<file path="config.mk">
export PLATFORM = sky130hd
export DESIGN_NAME = memoreer
export DESIGN_NICKNAME = d
export VERILOG_FILES = /design/src/rtl/c16_pkg.sv /design/src/rtl/memoreer_fwd_entry.sv /design/src/rtl/memoreer.sv
export SDC_FILE = /design/constraint.sdc
export NUM_CORES = 1
export LEC_CHECK = 0
export ABC_CLOCK_PERIOD_IN_PS = 2000
export CORE_MARGIN = 4
export CORE_UTILIZATION = 38
export DETAILED_ROUTE_END_ITERATION = 12
export PLACE_DENSITY = 0.77
export SLEW_MARGIN = 10
export SYNTH_ARGS = -nofsm -noshare
export SYNTH_HDL_FRONTEND = slang
export SYNTH_HIERARCHICAL = 1
export SYNTH_SLANG_ARGS = --single-unit
export TNS_END_PERCENT = 5
</file>
<file path="constraint.sdc">
create_clock -name clk -period 2 [get_ports clk]
set_clock_uncertainty 0.1 [all_clocks]
set_input_delay 0.4 -clock clk [delete_from_list [all_inputs] [get_ports clk]]
set_output_delay 0.4 -clock clk [all_outputs]
set_load 0.02 [all_outputs]
</file>
<file path="src/rtl/c16_pkg.sv">
// Shared c16 definitions: memory opcodes, the default data width and the
// load/store unit state encoding.
package c16_pkg;

  localparam int C16_DATA_W = 16;

  localparam logic [3:0] DO_LOAD  = 4'h2;
  localparam logic [3:0] DO_STORE = 4'h3;

  typedef enum logic [2:0] {
    MS_IDLE,
    MS_STORE,
    MS_LOAD,
    MS_CAPT,
    MS_RESP
  } memoreer_state_t;

  function automatic logic is_mem_op(input logic [3:0] op);
    return (op == DO_LOAD) || (op == DO_STORE);
  endfunction

endpackage

</file>
<file path="src/rtl/memoreer_fwd_entry.sv">
// One-entry store forwarding register {valid, addr, data}.
// Only instantiated when MEMOREER_FWD_EN is defined.
module memoreer_fwd_entry #(
  parameter int ADDR_W = 16,
  parameter int DATA_W = 16
) (
  input  logic              clk,
  input  logic              reset,
  input  logic              wr_en,
  input  logic [ADDR_W-1:0] wr_addr,
  input  logic [DATA_W-1:0] wr_data,
  input  logic [ADDR_W-1:0] lookup_addr,
  output logic              hit,
  output logic [DATA_W-1:0] hit_data
);

  logic              vld;
  logic [ADDR_W-1:0] addr_q;
  logic [DATA_W-1:0] data_q;

  always_ff @(posedge clk or posedge reset) begin
    if (reset) begin
      vld    <= 1'b0;
      addr_q <= '0;
      data_q <= '0;
    end else if (wr_en) begin
      vld    <= 1'b1;
      addr_q <= wr_addr;
      data_q <= wr_data;
    end
  end

  assign hit      = vld && (addr_q == lookup_addr);
  assign hit_data = data_q;

endmodule

</file>
<file path="src/rtl/memoreer.sv">
// c16 load/store unit: one op at a time into a single-port sync RAM.
// Optional store-to-load forwarding is enabled by defining MEMOREER_FWD_EN.
//
// state    | meaning
// IDLE     | ready for a new op
// STORE    | write strobe to RAM
// LOAD     | read strobe to RAM
// CAPT     | RAM data valid, capture into writeback regs
// RESP     | result offered to writeback
module memoreer
  import c16_pkg::*;
#(
  parameter int DATA_W = C16_DATA_W,
  parameter int ADDR_W = 16
) (
  input  logic              clk,
  input  logic              reset,
  input  logic              issue_valid,
  output logic              issue_ready,
  input  logic [3:0]        issue_op,
  input  logic [DATA_W-1:0] issue_base,
  input  logic [DATA_W-1:0] issue_offset,
  input  logic [DATA_W-1:0] issue_data,
  input  logic [2:0]        issue_dest,
  output logic [ADDR_W-1:0] mem_addr,
  output logic              mem_re,
  output logic              mem_we,
  output logic [DATA_W-1:0] mem_wdata,
  input  logic [DATA_W-1:0] mem_rdata,
  output logic              wb_valid,
  input  logic              wb_ready,
  output logic [2:0]        wb_dest,
  output logic [DATA_W-1:0] wb_value,
  output logic              store_done,
  output logic              op_err,
  output logic              busy
);

  memoreer_state_t   state, state_nxt;
  logic              accept;
  logic [DATA_W-1:0] eff;
  logic [ADDR_W-1:0] eff_addr;
  logic [2:0]        dest_q;
  logic              err_q;
  logic              fwd_hit;

  assign accept   = issue_valid && (state == MS_IDLE);
  assign eff      = issue_base + issue_offset;
  assign eff_addr = ADDR_W'(eff);

`ifdef MEMOREER_FWD_EN
  logic [DATA_W-1:0] fwd_data;

  // mem_addr/mem_wdata hold the store's address and data while in STORE
  memoreer_fwd_entry #(
    .ADDR_W(ADDR_W),
    .DATA_W(DATA_W)
  ) u_fwd (
    .clk        (clk),
    .reset      (reset),
    .wr_en      (state == MS_STORE),
    .wr_addr    (mem_addr),
    .wr_data    (mem_wdata),
    .lookup_addr(eff_addr),
    .hit        (fwd_hit),
    .hit_data   (fwd_data)
  );
`else
  assign fwd_hit = 1'b0;
`endif

  always_ff @(posedge clk or posedge reset) begin
    if (reset) state <= MS_IDLE;
    else       state <= state_nxt;
  end

  always_comb begin
    state_nxt = state;
    case (state)
      MS_IDLE: begin
        if (accept) begin
          if (issue_op == DO_STORE)     state_nxt = MS_STORE;
          else if (issue_op == DO_LOAD) state_nxt = fwd_hit ? MS_RESP : MS_LOAD;
        end
      end
      MS_STORE: state_nxt = MS_IDLE;
      MS_LOAD:  state_nxt = MS_CAPT;
      MS_CAPT:  state_nxt = MS_RESP;
      MS_RESP:  if (wb_ready) state_nxt = MS_IDLE;
      default:  state_nxt = MS_IDLE;
    endcase
  end

  always_comb begin
    issue_ready = 1'b0;
    mem_re      = 1'b0;
    mem_we      = 1'b0;
    store_done  = 1'b0;
    wb_valid    = 1'b0;
    case (state)
      MS_IDLE:  issue_ready = 1'b1;
      MS_STORE: begin
        mem_we     = 1'b1;
        store_done = 1'b1;
      end
      MS_LOAD:  mem_re = 1'b1;
      MS_RESP:  wb_valid = 1'b1;
      default:  ;
    endcase
  end

  assign busy   = (state != MS_IDLE);
  assign op_err = err_q;

  // Illegal ops leave the address/data registers untouched
  always_ff @(posedge clk or posedge reset) begin
    if (reset) begin
      mem_addr  <= '0;
      mem_wdata <= '0;
      dest_q    <= '0;
      wb_value  <= '0;
      wb_dest   <= '0;
      err_q     <= 1'b0;
    end else begin
      err_q <= accept && !is_mem_op(issue_op);
      if (accept && is_mem_op(issue_op)) begin
        mem_addr <= eff_addr;
        dest_q   <= issue_dest;
      end
      if (accept && (issue_op == DO_STORE)) mem_wdata <= issue_data;
      if (state == MS_CAPT) begin
        wb_value <= mem_rdata;
        wb_dest  <= dest_q;
      end
`ifdef MEMOREER_FWD_EN
      if (accept && (issue_op == DO_LOAD) && fwd_hit) begin
        wb_value <= fwd_data;
        wb_dest  <= issue_dest;
      end
`endif
    end
  end

endmodule
</file>
Word level (Yosys, flattened, before mapping)
Index checks and enable logic that the tools add are counted.
{ "word_totals": {"inputBits": 75, "ff_bits": 58} }
{ "op_classes": {"reduce_logical": 9, "add_sub_neg": 1, "muxes": 9, "eq_ne": 9} }
{ "ops": {"columns": ["operator", "n"], "rows": [
  ["adder 16 bit", 1],
  ["two-way mux 3 bit", 4],
  ["case mux 3 bit (4 select lines)", 1],
  ["== test 4 x 2 -> 1 bit (second input constant)", 2],
  ["== test 3 x 2 -> 1 bit (second input constant)", 2],
  ["logical AND 1 bit", 4],
  ["two-way mux 1 bit", 4],
  ["!= test 2 bit (second input constant)", 2],
  ["== test 3 x 1 -> 1 bit (second input constant)", 1],
  ["== test 3 bit (second input constant)", 1],
  ["zero test 3 bit", 1],
  ["!= test 3 x 1 -> 1 bit (second input constant)", 1],
  ["AND reduction 3 bit", 1],
  ["nonzero test 3 bit", 1],
  ["zero test 1 bit", 1],
  ["logical OR 1 bit", 1]
]} }

Logic depth before layout (Yosys ltp)
{ "depth": {"ltp_word": 5, "ltp_mapped": 8, "mapped_depth_nobuf": 8} }

Worst setup path before layout
No wires, ideal clock.
{ "synth_path": {"path_kind": "input to register", "startpoint": "input issue_base[0]", "endpoint": "register mem_addr[12]", "path_slack_ps": -153, "cell_stages": 8, "required_time_ps": 1765, "setup_time_ps": 135, "arrival_time_ps": 1917, "path_cell_list": "ha_1 -> fa_1 -> a21oi_1 -> o211ai_1 -> a21boi_0 -> o21ai_0 -> xnor2_1 -> o21ai_0"} }
{ "synth_between": {"elab_chain_len": 1} }
{ "synth_rtl": {"columns": ["element", "line_no", "text"], "rows": [
  ["start, declared", "memoreer.sv:21", "input logic [DATA_W-1:0] issue_base,"],
  ["adder 16 bit", "memoreer.sv:48", "assign eff = issue_base + issue_offset;"],
  ["end signal, assigned", "memoreer.sv:127", "mem_addr <= eff_addr;"],
  ["end, declared", "memoreer.sv:25", "output logic [ADDR_W-1:0] mem_addr,"]
]} }
No other way between the ends.
A chain may end at the register's enable or synchronous reset.

Worst setup path in the final report
{ "layout_path": {"startpoint": "input issue_base[11]", "endpoint": "register mem_addr[14]"} }
The elaborated chain is that of the path after synthesis.

==> reports/metrics.cfg <==
[timing]
slew_headroom = 0.778
maxClockFrequency_ghz = 0.488
slew_viol_final = 0
fin_hold_ws_ps = 341
timing.final.hold_violations = 0
post-route-period-util = 1.03
setup_total_negative_slack_ps = -125
postLayoutSetupSlackWorst_ps = -51.1
worst_pin_slew_ps = 328
setup_violations = 4
rsz0062_at_grt = true
finalCriticalPeriod_ps = 2050

[die]
std_cell_rows = 31
chipWidth_um = 95.9
core_region_area_mm2 = 0.00737
dieHeight_um = 95.9
io_pins = 133
initial_utilization = 0.399
die_area_mm2 = 0.00920

[place]
globalplace.congestion = 0.874
dp.final_hpwl_um = 6080
placedInstanceArea_mm2 = 0.00470
port_buffers = 132

[synthesis]
post_synth_main_area_contributors = sky130_fd_sc_hd__dfrtp_1 49%, sky130_fd_sc_hd__mux2_2 11%, sky130_fd_sc_hd__ha_1 6.4%, sky130_fd_sc_hd__mux2_4 5.1%, sky130_fd_sc_hd__nand2_1 3.6%
synthesis.yosys.warnings = 6
yosys.area.top_type_share = 0.494
post_synthesis_sequential_area_ratio = 0.494
synth_cell_types = 37
synth_cells = 250
nets_in_the_synthesized_netlist = 341
syn-mean-instance-area_um2 = 11.8
synth_area_leader_cell = sky130_fd_sc_hd__dfrtp_1
ys_seq_elements = 58
synth_area_mm2 = 0.00294

[clocking]
tritoncts_num_sinks = 58
cts.clk_slew.worst_paths_ps = 70
clock_path_buffers = 2
ctsHtreeMaxLevel = 3
clock_latency_ps = 320
cts_made_buffers = 9
cts_setup_buffers = 0
clockRootBuffer = sky130_fd_sc_hd__clkbuf_8
tritoncts = done

[power_and_ir_drop]
leakage_nw = 2.28
p_per_area_mw_per_mm2 = 1290
p_int_mw = 4.13
combPwrFrac = 0.518
vdd_ir_drop_max_v = 0.000457
switching_power_mw = 2.29
clock_power_share = 0.163
power_switching_share = 0.356
flop_pwr_share = 0.319

[route]
first_pass_iters = 4
postRouteWirelength_um = 7800
routed_wire_length_per_instance_um = 14.7
drtIter0Drc = 62
drt-vias-per-instance = 4.87
route.antenna.remaining_nets = 0
remaining_drc_errors = 0
route.vias.total = 2574

[final_layout]
antenna_cells = 0
finalNetCount = 518
final_design_area_no_fill_mm2 = 0.00497
area_delta_synth_final_pct = 69.3
fillerInstances = 545
layout-drive-gt1-share = 0.274

[run_status]
violated_checks = negative setup slack
outcome = complete, but fails checks

[critical_path]
critical-path-top-cell-by-count = sky130_fd_sc_hd__a21o_1
cpMaxStageDelayCell = sky130_fd_sc_hd__clkdlybuf4s50_1
data_arrival_critical_path_ps = 2160
worst_setup_path_end_kind = register
ff2ff_path_depth = 6
timing.critical_path.slowest_cell_delay_ps = 410
critical_path.startpoint_type = primary input
worstPathCellList = clkdlybuf4s50_1, ha_1, a21o_1, a21o_1, a221oi_2, o31ai_1, xnor2_1, o21ai_1
crit_required_ps = 2110
critical_path_peak_fanout = 2
worst-setup-path-type = in -> reg

[global_route]
grt_start_max_net_pins = 59
track_usage = 0.167
first_global_vias = 2507
grt_first_pass_wirelength_um = 11600
globalRoute.totalOverflow = 0
initial_antenna_violation_count = 0

[flow_run]
cap_viol_max_count = 0

[worst_hold_path]
timing.hold.worst.class = in -> async

power by group through the flow:
stage | Clock, mW | Sequential, mW | Combinational (mW)
floorplan | 0 | 2.68 | 1.01
global placement | 0 | 2.04 | 3.31
detailed placement | 0 | 2.06 | 3.37
CTS | 1.08 | 2.05 | 3.34
global route | 1.14 | 2.11 | 3.54
finish | 1.05 | 2.05 | 3.32
critical path, delay by kind of cell:
family	cells	cell delay, ps
buffers and inverters	1	410
adder cells (fa/ha/maj)	1	320
AO/OA/AOI/OAI	5	880
XOR/XNOR	1	160
path summary, 6_finish.rpt:
check                               start           end  slack (ps)
min in group clk            issue_base[0]   mem_addr[0]         360
min                                 reset   mem_addr[3]         340
max                        issue_base[11]  mem_addr[14]         -50
max in group asynchronous           reset    wb_dest[0]        1210
max reg2reg                      state[1]  mem_wdata[5]         160
min reg2reg                  mem_addr[13]  mem_addr[13]         380
registers in the layout (all words and copies together), names as in the netlist:
| register | cells |
|---|---|
| wb_value | 16 |
| state | 3 |
| mem_addr | 16 |
| mem_wdata | 16 |
| op_err | 1 |
| wb_dest | 3 |
| dest_q | 3 |
synth_stat cells:
library cell               count
sky130_fd_sc_hd__a31oi_1       4
sky130_fd_sc_hd__o211ai_1      1
sky130_fd_sc_hd__nand3b_1      1
sky130_fd_sc_hd__o21ai_0      19
sky130_fd_sc_hd__o41ai_2       1
sky130_fd_sc_hd__xor2_1        6
sky130_fd_sc_hd__buf_6         1
sky130_fd_sc_hd__ha_1         15
sky130_fd_sc_hd__nand2_1      28
sky130_fd_sc_hd__a221oi_1      1
sky130_fd_sc_hd__o31ai_1       3
sky130_fd_sc_hd__o21bai_1      2
sky130_fd_sc_hd__and2_1        1
sky130_fd_sc_hd__nand4_1       2
sky130_fd_sc_hd__mux2_2       30
sky130_fd_sc_hd__mux2_4       10
sky130_fd_sc_hd__nor2_1        8
sky130_fd_sc_hd__clkbuf_1      5
sky130_fd_sc_hd__dfrtp_1      58
sky130_fd_sc_hd__buf_4         1
sky130_fd_sc_hd__inv_6         1
sky130_fd_sc_hd__fa_1          1
sky130_fd_sc_hd__xnor2_1       9
sky130_fd_sc_hd__nor3b_2       1
sky130_fd_sc_hd__a21o_1        2
sky130_fd_sc_hd__nand3_4       1
sky130_fd_sc_hd__nor3_1        2
sky130_fd_sc_hd__a21boi_0      1
sky130_fd_sc_hd__nor3b_1       3
sky130_fd_sc_hd__o311ai_1      1
sky130_fd_sc_hd__buf_2         1
sky130_fd_sc_hd__nand4_4       1
sky130_fd_sc_hd__o21ai_1       3
sky130_fd_sc_hd__or3_4         1
sky130_fd_sc_hd__nand3_1       1
sky130_fd_sc_hd__a21oi_1      16
sky130_fd_sc_hd__inv_1         8
layout by cell type, fill, tap and decap left out, drive strengths merged, types with 3 or more instances in the layout:
master         instances
inv                    9
xnor2                  9
nand2                 28
dlymetal6s2s           6
mux2                  40
o21ai                 22
ha                    15
nand4                  3
clkdlybuf4s50        120
clkbuf                14
a21oi                 16
dfrtp                 58
a31oi                  4
buf                   42
xor2                   6
nor3b                  4
o31ai                  3
nor2                   8
through the flow:
stage          power (mW)  std cells  utilization  worst slack [ps]
2_1_floorplan        3.69        250            -              11.5
3_3_place_gp         5.35        515        0.638              -524
6_report             6.42        529        0.675             -51.1
5_1_grt              6.79        529        0.675              -117
4_1_cts              6.48        529        0.665              -117
3_5_place_dp         5.43        515        0.638              -563
repair_timing:
item / 4_1_cts / 5_1_grt
hold buffers: 0 / 0
endpoints found under the setup margin: 17 / 17
pin swaps: 4 / 12
resized for setup: 11 / 31
routing by layer:
layer,track usage,routed length (µm)
met1,0.179,3050
met2,0.303,3880
met3,0.0539,747
met4,0.0675,123
met5,0,0
layout make-up:
| type | instances | area, µm² | share of cell area |
|---|---|---|---|
| flip-flops and latches | 58 | 1450 | 0.292 |
| repair buffers | 174 | 1680 | 0.337 |
| well taps | 99 | 124 | 0.0249 |
| clock buffers | 11 | 151 | 0.0304 |
| multi-input cells | 175 | 1490 | 0.300 |
| inverters | 9 | 38.8 | 0.00780 |
| clock inverters | 3 | 40.0 | 0.00805 |
logic make-up after synthesis:
| group | count (synthesis) | synth area share |
|---|---|---|
| and+or+nand+nor | 50 | 0.0890 |
| adders and majority gates | 16 | 0.0707 |
| DFF | 58 | 0.494 |
| buffers and inverters | 17 | 0.0277 |
| AOI/OAI and AO/OA | 54 | 0.108 |
| xor gates and xnor gates | 15 | 0.0447 |
| muxes | 40 | 0.166 |
Power figures use the tool's default switching activity.
